File: src/rtl/alu_pkg.sv
// rtl/alu_pkg.sv - ALUControl codes, op legality check and arbiter FSM states
package alu_pkg;

    localparam logic [3:0] ALU_ADD  = 4'b0000;
    localparam logic [3:0] ALU_SUB  = 4'b1000;
    localparam logic [3:0] ALU_AND  = 4'b0111;
    localparam logic [3:0] ALU_OR   = 4'b0110;
    localparam logic [3:0] ALU_XOR  = 4'b0100;
    localparam logic [3:0] ALU_SLT  = 4'b0010;
    localparam logic [3:0] ALU_SLTU = 4'b0011;
    localparam logic [3:0] ALU_SLL  = 4'b0001;
    localparam logic [3:0] ALU_SRL  = 4'b0101;
    localparam logic [3:0] ALU_SRA  = 4'b1101;

    typedef enum logic [1:0] {
        IDLE = 2'd0,
        EXEC = 2'd1,
        RESP = 2'd2
    } arb_state_t;

    function automatic logic is_legal_op(input logic [3:0] op);
        case (op)
            ALU_ADD, ALU_SUB, ALU_AND, ALU_OR, ALU_XOR,
            ALU_SLT, ALU_SLTU, ALU_SLL, ALU_SRL, ALU_SRA: return 1'b1;
            default:                                      return 1'b0;
        endcase
    endfunction

endpackage

File: src/rtl/rr_arbiter.sv
// rtl/rr_arbiter.sv - combinational round-robin pick starting at ptr
module rr_arbiter #(
    parameter int NREQ = 2,
    parameter int IDXW = $clog2(NREQ)
) (
    input  logic [NREQ-1:0] req,
    input  logic [IDXW-1:0] ptr,
    output logic [NREQ-1:0] grant,
    output logic [IDXW-1:0] grant_idx,
    output logic            grant_any
);

    always_comb begin
        int c;
        logic [IDXW-1:0] ci;
        grant     = '0;
        grant_idx = '0;
        grant_any = 1'b0;
        c         = 0;
        ci        = '0;
        for (int k = 0; k < NREQ; k++) begin
            c = int'(ptr) + k;
            if (c >= NREQ) c = c - NREQ;
            ci = IDXW'(c);
            if (!grant_any && req[ci]) begin
                grant_any     = 1'b1;
                grant[ci]     = 1'b1;
                grant_idx     = ci;
            end
        end
    end

endmodule

File: src/rtl/alu_arbiter.sv
// rtl/alu_arbiter.sv - shares one external ALU between NREQ requesters, one op at a time
module alu_arbiter
    import alu_pkg::*;
#(
    parameter int WIDTH = 32,
    parameter int NREQ  = 2
) (
    input  logic                  clk,
    input  logic                  reset,
    input  logic [NREQ-1:0]       req_valid,
    output logic [NREQ-1:0]       req_ready,
    input  logic [NREQ*4-1:0]     req_op,
    input  logic [NREQ*WIDTH-1:0] req_a,
    input  logic [NREQ*WIDTH-1:0] req_b,
    output logic [NREQ-1:0]       rsp_valid,
    input  logic [NREQ-1:0]       rsp_ready,
    output logic [WIDTH-1:0]      rsp_result,
    output logic                  rsp_zero,
    output logic                  rsp_err,
    output logic [3:0]            alu_ctrl,
    output logic [WIDTH-1:0]      alu_a,
    output logic [WIDTH-1:0]      alu_b,
    input  logic [WIDTH-1:0]      alu_result,
    input  logic                  alu_zero
);

    localparam int IDXW = $clog2(NREQ);

    arb_state_t       state_q, state_d;
    logic [IDXW-1:0]  rr_ptr_q, rr_ptr_d;
    logic [IDXW-1:0]  id_q, id_d;
    logic [3:0]       op_q, op_d;
    logic [3:0]       alu_ctrl_q, alu_ctrl_d;
    logic [WIDTH-1:0] alu_a_q, alu_a_d;
    logic [WIDTH-1:0] alu_b_q, alu_b_d;
    logic [NREQ-1:0]  rsp_valid_q, rsp_valid_d;
    logic [WIDTH-1:0] rsp_result_q, rsp_result_d;
    logic             rsp_zero_q, rsp_zero_d;
    logic             rsp_err_q, rsp_err_d;

    logic [NREQ-1:0]  gnt;
    logic [IDXW-1:0]  gnt_idx;
    logic             gnt_any;
    logic [3:0]       sel_op;
    logic [WIDTH-1:0] sel_a;
    logic [WIDTH-1:0] sel_b;

    rr_arbiter #(.NREQ(NREQ), .IDXW(IDXW)) u_rr (
        .req       (req_valid),
        .ptr       (rr_ptr_q),
        .grant     (gnt),
        .grant_idx (gnt_idx),
        .grant_any (gnt_any)
    );

    assign sel_op = req_op[int'(gnt_idx)*4 +: 4];
    assign sel_a  = req_a[int'(gnt_idx)*WIDTH +: WIDTH];
    assign sel_b  = req_b[int'(gnt_idx)*WIDTH +: WIDTH];

    always_comb begin
        state_d      = state_q;
        rr_ptr_d     = rr_ptr_q;
        id_d         = id_q;
        op_d         = op_q;
        alu_ctrl_d   = '0;
        alu_a_d      = '0;
        alu_b_d      = '0;
        rsp_valid_d  = rsp_valid_q;
        rsp_result_d = rsp_result_q;
        rsp_zero_d   = rsp_zero_q;
        rsp_err_d    = rsp_err_q;
        req_ready    = '0;
        case (state_q)
            IDLE: begin
                // ready must read zero while reset is held, even with requests pending
                req_ready = reset ? '0 : gnt;
                if (gnt_any) begin
                    id_d    = gnt_idx;
                    op_d    = sel_op;
                    state_d = EXEC;
                    if (is_legal_op(sel_op)) begin
                        alu_ctrl_d = sel_op;
                        alu_a_d    = sel_a;
                        alu_b_d    = sel_b;
                    end
                end
            end
            EXEC: begin
                state_d           = RESP;
                rsp_valid_d       = '0;
                rsp_valid_d[id_q] = 1'b1;
                if (is_legal_op(op_q)) begin
                    rsp_result_d = alu_result;
                    rsp_zero_d   = alu_zero;
                    rsp_err_d    = 1'b0;
                end else begin
                    rsp_result_d = '0;
                    rsp_zero_d   = 1'b0;
                    rsp_err_d    = 1'b1;
                end
            end
            RESP: begin
                if (rsp_ready[id_q]) begin
                    state_d     = IDLE;
                    rsp_valid_d = '0;
                    rr_ptr_d    = (id_q == IDXW'(NREQ-1)) ? '0 : id_q + 1'b1;
                end
            end
            default: state_d = IDLE;
        endcase
    end

    always_ff @(posedge clk or posedge reset) begin
        if (reset) begin
            state_q      <= IDLE;
            rr_ptr_q     <= '0;
            id_q         <= '0;
            op_q         <= '0;
            alu_ctrl_q   <= '0;
            alu_a_q      <= '0;
            alu_b_q      <= '0;
            rsp_valid_q  <= '0;
            rsp_result_q <= '0;
            rsp_zero_q   <= 1'b0;
            rsp_err_q    <= 1'b0;
        end else begin
            state_q      <= state_d;
            rr_ptr_q     <= rr_ptr_d;
            id_q         <= id_d;
            op_q         <= op_d;
            alu_ctrl_q   <= alu_ctrl_d;
            alu_a_q      <= alu_a_d;
            alu_b_q      <= alu_b_d;
            rsp_valid_q  <= rsp_valid_d;
            rsp_result_q <= rsp_result_d;
            rsp_zero_q   <= rsp_zero_d;
            rsp_err_q    <= rsp_err_d;
        end
    end

    assign alu_ctrl   = alu_ctrl_q;
    assign alu_a      = alu_a_q;
    assign alu_b      = alu_b_q;
    assign rsp_valid  = rsp_valid_q;
    assign rsp_result = rsp_result_q;
    assign rsp_zero   = rsp_zero_q;
    assign rsp_err    = rsp_err_q;

endmodule

File: config.mk
export PLATFORM = sky130hd
export DESIGN_NAME = alu_arbiter
export DESIGN_NICKNAME = d
export VERILOG_FILES = /design/src/rtl/alu_pkg.sv /design/src/rtl/rr_arbiter.sv /design/src/rtl/alu_arbiter.sv
export SDC_FILE = /design/constraint.sdc
export NUM_CORES = 1
export LEC_CHECK = 0
export CAP_MARGIN = 20
export CORE_MARGIN = 1.5
export CORE_UTILIZATION = 42
export CTS_BUF_LIST = sky130_fd_sc_hd__clkbuf_4
export CTS_CLUSTER_SIZE = 28
export DETAILED_ROUTE_END_ITERATION = 6
export PLACE_DENSITY = 0.88
export SYNTH_ARGS = -nofsm -noshare
export SYNTH_HDL_FRONTEND = slang
export SYNTH_SLANG_ARGS = --single-unit
File: constraint.sdc
create_clock -name clk -period 11.5 [get_ports clk]
set_clock_uncertainty 0.15 [all_clocks]
set_input_delay 2.3 -clock clk [delete_from_list [all_inputs] [get_ports clk]]
set_output_delay 2.3 -clock clk [all_outputs]
set_load 0.1 [all_outputs]
==> reports/summary.txt, run 1 <==
======================================================================================================
Startpoint Class                                                                            input port
Syn Inst Count                                                                                     364
Fraction of layout instances using a drive strength above 1                                      0.140
Startpoint of the lowest-slack register-to-register path                                      rr_ptr_q
Relative slew slack                                                                              0.297
Reported max-cap violation count                                                                     0
Insertion delay to the later sink of the worst-skew pair                                       0.45 ns
Final-stage net count                                                                              814
Via density                                                                                       4.94
H-tree depth reported by CTS                                                                         3
Drt drc                                                                                              0
Inserted Clock Buffers                                                                               9
R2r worst-path depth                                                                                 5
Fraction of synthesized cell area taken by the top area cell type                                0.593
PwrDens                                                                                     277 mW/mm²
Clock transition at the register clock pins on the worst setup and hold paths after CTS        0.17 ns
Outcome                                                                                      completed
TritonCTS clock tree                                                                             built
Area enclosed by the die boundary                                                           0.0119 mm²
Ports placed on the boundary                                                                       281
Top area cells in the synthesized netlist                                                 dfrtp_1 59%, mux2i_1 14%, nor2_2 7.9%, a22o_1 6.1%, buf_6 1.7%
Remaining global-route overflow                                                                      0
Core Box Area                                                                               0.0109 mm²
Measured slew at the worst slew-check pin                                                      1.05 ns
Most used flip-flop cell after synthesis                                                       dfrtp_1
Min-delay worst type                                                                      flop to flop
Endpoint of the most critical register-to-register path                                    alu_ctrl[2]
Avg Synthesized Cell Area                                                                     13.0 µm²
Data required time at the worst endpoint                                                       9.05 ns
Worst setup slack after layout                                                                 4.70 ns
Nature of the critical path endpoint                                                      primary output
Sum of routed wire length over all layers                                                      13.1 mm
Warning count from the yosys run                                                                     0
Area growth syn-to-layout                                                                        63.7%
Final RePlAce weighted congestion                                                                0.741
Post CTS Setup Buffer Count                                                                          0
Sequential-to-total area share from yosys stat                                                   0.593
Count of hold buffers inserted by post-cts repair                                                    0
Worst EP arrival                                                                               4.35 ns
Worst setup timing slack at the placement stage                                                4.71 ns
First-pass GRT wire length                                                                     19.6 mm
Yosys cell types                                                                                    35
Maximum number of pins on one net before global-route repair                                        78
Utilization after layout                                                                         0.711
Number of fill cells                                                                               800
Crit Path Max Fanout                                                                                 2
Min cycle time layout                                                                          6.80 ns
Gates resized, CTS repair                                                                            0
HPWL after detailed placement                                                                  10.2 mm
Worst setup path startpoint                                                                      reset
Count of endpoints failing setup in the final report                                                 0
Crit share post-route                                                                            0.592
Most frequent cell after synthesis                                                             dfrtp_1
Share of flip-flops with an asynchronous set or reset after synthesis                             1.00
Critical Path End                                                                         req_ready[0]
Initial Util                                                                                     0.434
Largest buffer count on any clock path                                                               2
Number of hold-slack violations in the final timing report                                           0
Average wire per standard cell                                                                 16.7 µm
Number of synthesized register bits                                                                112
Standard-cell rows                                                                                  38
LEAKAGE                                                                                        3.43 nW
Buffers on Ports                                                                                   280
Vias in the first global route                                                                   3,954
Most area-hungry cell type in the Yosys netlist                                                dfrtp_1
Iter 0 DRT Violations                                                                              145
Max-slew violation count                                                                             0
Register-to-register setup slack                                                               8.84 ns
Area of the mapped netlist                                                                 0.00473 mm²
Post-detailed-route count of antenna-violating nets                                                  0
Die height                                                                                      109 µm
Clock sink count                                                                                   112
Diodes inserted                                                                                      0
Clock root cell                                                                               clkbuf_4
Setup total negative slack                                                                        0 ns
Peak supply drop                                                                              0.252 mV
Global routing usage summed across all routing layers                                            0.220
Achievable clock frequency                                                                   0.147 GHz
Syn_nets                                                                                           539
Number of vias in the routed layout                                                              3,875
Category of the critical setup timing path                                                input port to primary output
Horizontal die dimension                                                                        109 µm
Number of antenna violations at the first check in global routing                                    0
Commonest cells post-synth                                                                112 x dfrtp_1, 68 x mux2i_1, 60 x nor2_2, 33 x a22o_1, 13 x nand2_1
First-pass iteration count of the detailed router                                                    4
Number of synthesized flops with an enable pin                                                       0
Setup repair after global routing missed its margin                                              false
======================================================================================================
## cell usage in the layout (no fill, tap or decap), types with 3 or more instances in the layout
| cell type | n |
|---|---|
| a22o_1 | 33 |
| nor2_2 | 61 |
| nand2_1 | 13 |
| mux2i_1 | 68 |
| nor2_1 | 8 |
| o21ai_1 | 7 |
| dfrtp_1 | 112 |
| clkdlybuf4s50_1 | 280 |
| o21ai_0 | 4 |
| clkbuf_4 | 9 |
| xor2_1 | 3 |
| buf_4 | 5 |
| nor3_1 | 5 |
## layout make-up
class / count / area, µm² / area share
clock buffer: 9 / 67.6 / 0.00873
multi-input combinational: 226 / 1750 / 0.226
clock inverter: 7 / 77.6 / 0.0100
inverter: 4 / 17.5 / 0.00226
timing repair buffer: 286 / 2860 / 0.369
tap: 140 / 175 / 0.0226
sequential: 112 / 2800 / 0.362
## metrics by stage
step / total power [mW] / hold slack [ns] / area [µm²] / instances
finish: 2.14 / 0.375 / 7740 / 784
global route: 2.23 / 0.394 / 7740 / 784
CTS: 2.15 / 0.370 / 7730 / 783
detailed placement: 1.96 / 0.334 / 7580 / 767
global placement: 1.94 / 0.317 / 7580 / 767
floorplan: 1.62 / 0.306 / 4730 / 364
## cells by family after synthesis
logic type             synth area share
flip-flops                        0.593
AND/OR/NAND/NOR                   0.123
multiplexers                      0.146
AO/OA/AOI/OAI                    0.0939
buffers and inverters            0.0386
XOR/XNOR                        0.00556
## worst min path at each step
stage	from	endpoint	depth (start not counted)
finish	op_q[3]	op_q[3]	2
global route	rsp_result[1]	rsp_result[1]	1
global placement	op_q[1]	op_q[1]	2
floorplan	op_q[3]	op_q[3]	2
CTS	op_q[3]	op_q[3]	2
detailed placement	op_q[3]	op_q[3]	2
## worst max-delay path, cell delays in order
cell and delay, ns:
clkdlybuf4s50_1 0.48, nor3_1 0.23, and3_1 0.20, clkdlybuf4s50_1 1.14
## report_power, final
group / internal (mW) / switching, mW
sequential: 0.511 / 0.0601
clock: 0.0516 / 0.138
combinational: 0.358 / 1.03
## layer usage
metal  vias to the layer above  part of all wire  wire length [µm]  track usage
met3                        22             0.094              1230       0.0723
li1                       1816                 -                 -            -
met5                         -                 0                 0            0
met4                         0             0.022               283       0.0780
met1                      1854              0.34              4480        0.231
met2                       183              0.54              7110        0.406
## sequential cells by signal, indices dropped and copies added, names as in the netlist
register and flops:
alu_a 32, rsp_err 1, rr_ptr_q 1, op_q 4
rsp_valid 2, state_q 2, alu_ctrl 4, alu_b 32
id_q 1, rsp_result 32, rsp_zero 1
Note: power is estimated with default switching activity, not from simulation.
==> run 2: changes to the inputs <==
--- a/config.mk
+++ b/config.mk
@@ -7,11 +7,11 @@
 export LEC_CHECK = 0
 export CAP_MARGIN = 20
 export CORE_MARGIN = 1.5
-export CORE_UTILIZATION = 42
+export CORE_UTILIZATION = 35
 export CTS_BUF_LIST = sky130_fd_sc_hd__clkbuf_4
 export CTS_CLUSTER_SIZE = 28
 export DETAILED_ROUTE_END_ITERATION = 6
-export PLACE_DENSITY = 0.88
+export PLACE_DENSITY = 0.79
 export SYNTH_ARGS = -nofsm -noshare
 export SYNTH_HDL_FRONTEND = slang
 export SYNTH_SLANG_ARGS = --single-unit
==> constraint.sdc (replaced) <==
create_clock -name clk -period 5.71 [get_ports clk]
set_clock_uncertainty 0.15 [all_clocks]
set_input_delay 1.142 -clock clk [delete_from_list [all_inputs] [get_ports clk]]
set_output_delay 1.142 -clock clk [all_outputs]
set_load 0.1 [all_outputs]
==> reports/summary.txt, run 2 (synthesized netlist as in run 1, its figures left out) <==
======================================================================================================
Outcome                                                                                      completed
Clock root cell                                                                               clkbuf_4
Family of cells with the greatest summed delay on the critical path                       buffers and inverters
Peak per-stage delay on the critical path                                                      0.50 ns
Net switching fraction of the power                                                              0.569
Number of vias in the routed layout                                                              3,858
Average wire per standard cell                                                                 15.9 µm
Data required time at the worst endpoint                                                       4.42 ns
Inserted Clock Buffers                                                                               9
Switching Power                                                                                2.43 mW
Setup total negative slack                                                                        0 ns
Clock transition at the register clock pins on the worst setup and hold paths after CTS        0.16 ns
Crit share post-route                                                                            0.638
First-pass GRT wire length                                                                     20.6 mm
Fin area                                                                                   0.00778 mm²
Reported max-cap violation count                                                                     0
Setup repair after global routing missed its margin                                              false
GR Util met1                                                                                     0.195
Measured slew at the worst slew-check pin                                                      1.02 ns
Count of buffering cells on the critical path with inverters included                                2
Min cycle time layout                                                                          3.64 ns
Maximum number of pins on one net before global-route repair                                        84
Final-stage net count                                                                              814
Area enclosed by the die boundary                                                           0.0142 mm²
Layout Cells excl Fill                                                                             821
Count of hold buffers inserted by post-cts repair                                                    0
Number of placed instances, taps included                                                          803
Clock group share of total power                                                                 0.079
Initial Util                                                                                     0.359
Post CTS Setup Buffer Count                                                                          0
Global routing usage summed across all routing layers                                            0.187
Count of endpoints failing setup in the final report                                                 0
Met2 layer usage reported by global route                                                        0.336
Standard-cell rows                                                                                  42
Number of antenna violations at the first check in global routing                                    1
Power after layout                                                                             4.26 mW
Relative slew slack                                                                              0.315
Number of fill cells                                                                             1,105
Gates resized, CTS repair                                                                            0
Post-Place Cell Area                                                                       0.00764 mm²
Sum of routed wire length over all layers                                                      13.0 mm
Most common cell after layout, fill and taps aside                                        clkdlybuf4s50_1
List of cells traversed by the critical path                                              clkdlybuf4s50_1 -> or2b_4 -> and3_1 -> buf_4
Max-slew violation count                                                                             0
Iter 0 DRT Violations                                                                              119
Core Box Area                                                                               0.0132 mm²
Final worst hold slack                                                                        0.358 ns
Fraction of layout instances using a drive strength above 1                                      0.140
Nature of the critical path endpoint                                                      primary output
PwrDens                                                                                     548 mW/mm²
Min-delay worst type                                                                      flop to flop
Final RePlAce weighted congestion                                                                0.810
Clock sink count                                                                                   112
Drt drc                                                                                              0
Area growth syn-to-layout                                                                        64.5%
Met3 global-route usage                                                                         0.0685
H-tree depth reported by CTS                                                                         3
Internal                                                                                       1.84 mW
Combined flip-flop and latch cell area                                                     0.00280 mm²
Area taken by multi-input logic gates                                                      0.00175 mm²
Part of the power in registers                                                                   0.269
LEAKAGE                                                                                        3.43 nW
Slowest cell on the critical path                                                         clkdlybuf4s50_1
Insertion delay to the later sink of the worst-skew pair                                       0.46 ns
Die height                                                                                      119 µm
Most heavily used metal layer in global routing                                                   met2
First-pass iteration count of the detailed router                                                    4
Number of hold-slack violations in the final timing report                                           0
Ports placed on the boundary                                                                       281
Commonest non-fill, non-tap cells in the layout                                           278 x clkdlybuf4s50_1, 112 x dfrtp_1, 68 x mux2i_1
Startpoint Class                                                                            input port
Vias in the first global route                                                                   4,158
HPWL after detailed placement                                                                  10.1 mm
Horizontal die dimension                                                                        119 µm
TritonCTS clock tree                                                                             built
Category of the critical setup timing path                                                input port to primary output
Combinational share of power                                                                     0.652
Post-detailed-route count of antenna-violating nets                                                  0
Worst EP arrival                                                                               2.35 ns
Peak supply drop                                                                              0.268 mV
Largest buffer count on any clock path                                                               2
Buffers on Ports                                                                                   280
Via density                                                                                       4.70
Remaining global-route overflow                                                                      0
Crit Path Max Fanout                                                                                 4
Achievable clock frequency                                                                   0.275 GHz
======================================================================================================
[run 2: changes by cell type in the layout (fill, tap and decap cells not counted)]
cell	change
clkinv_8	-2
inv_8	-1
inv_6	-2
buf_12	+1
diode_2	+1
buf_16	+1
clkinv_1	+2
clkinv_2	+3
clkdlybuf4s50_1	-2
[run 2: final timing paths]
check	cells past startpoint	slack [ns]	to	from
hold / removal	2	0.36	op_q[1]	op_q[1]
max in group asynchronous	3	3.92	alu_b[2]	reset
hold reg to reg	2	0.36	op_q[1]	op_q[1]
setup reg to reg	5	3.16	alu_ctrl[2]	rr_ptr_q
min in group asynchronous	2	0.85	state_q[0]	reset
setup / recovery	4	2.07	req_ready[1]	req_valid[0]
[run 2: per-layer routing]
layer  up-vias  wire length (µm)
met5         -                 0
met2       170              6820
met4         0               378
met1      1846              4660
li1       1817                 -
met3        25              1150
[run 2: through the flow]
stage | utilization | setup slack [ns]
after global placement | 0.578 | 2.01
after detailed placement | 0.579 | 1.89
after global routing | 0.590 | 2.01
after floorplan | - | 1.46
final | 0.590 | 2.07
after CTS | 0.587 | 2.06
[run 2: final cells by class]
type / instances / area share
Clock buffer: 9 / 0.00869
Tap cell: 176 / 0.0283
Antenna cell: 1 / 0.000322
Sequential cell: 112 / 0.360
Inverter: 4 / 0.00225
Multi-Input combinational cell: 226 / 0.225
Timing Repair Buffer: 286 / 0.371
Clock inverter: 7 / 0.00499
[run 2: power groups by stage]
stage | sequential (mW) | combinational [mW] | clock, mW
after floorplan | 2.69 | 0.577 | 0
after detailed placement | 1.16 | 2.79 | 0
after global routing | 1.18 | 2.89 | 0.384
after global placement | 1.15 | 2.76 | 0
after CTS | 1.15 | 2.80 | 0.358
final | 1.15 | 2.78 | 0.339
[run 2: worst min-delay path, cell delays in order, from the launching register on]
cell and delay (ns):
dfrtp_1 0.38, nand2_1 0.05, o21ai_1 0.06
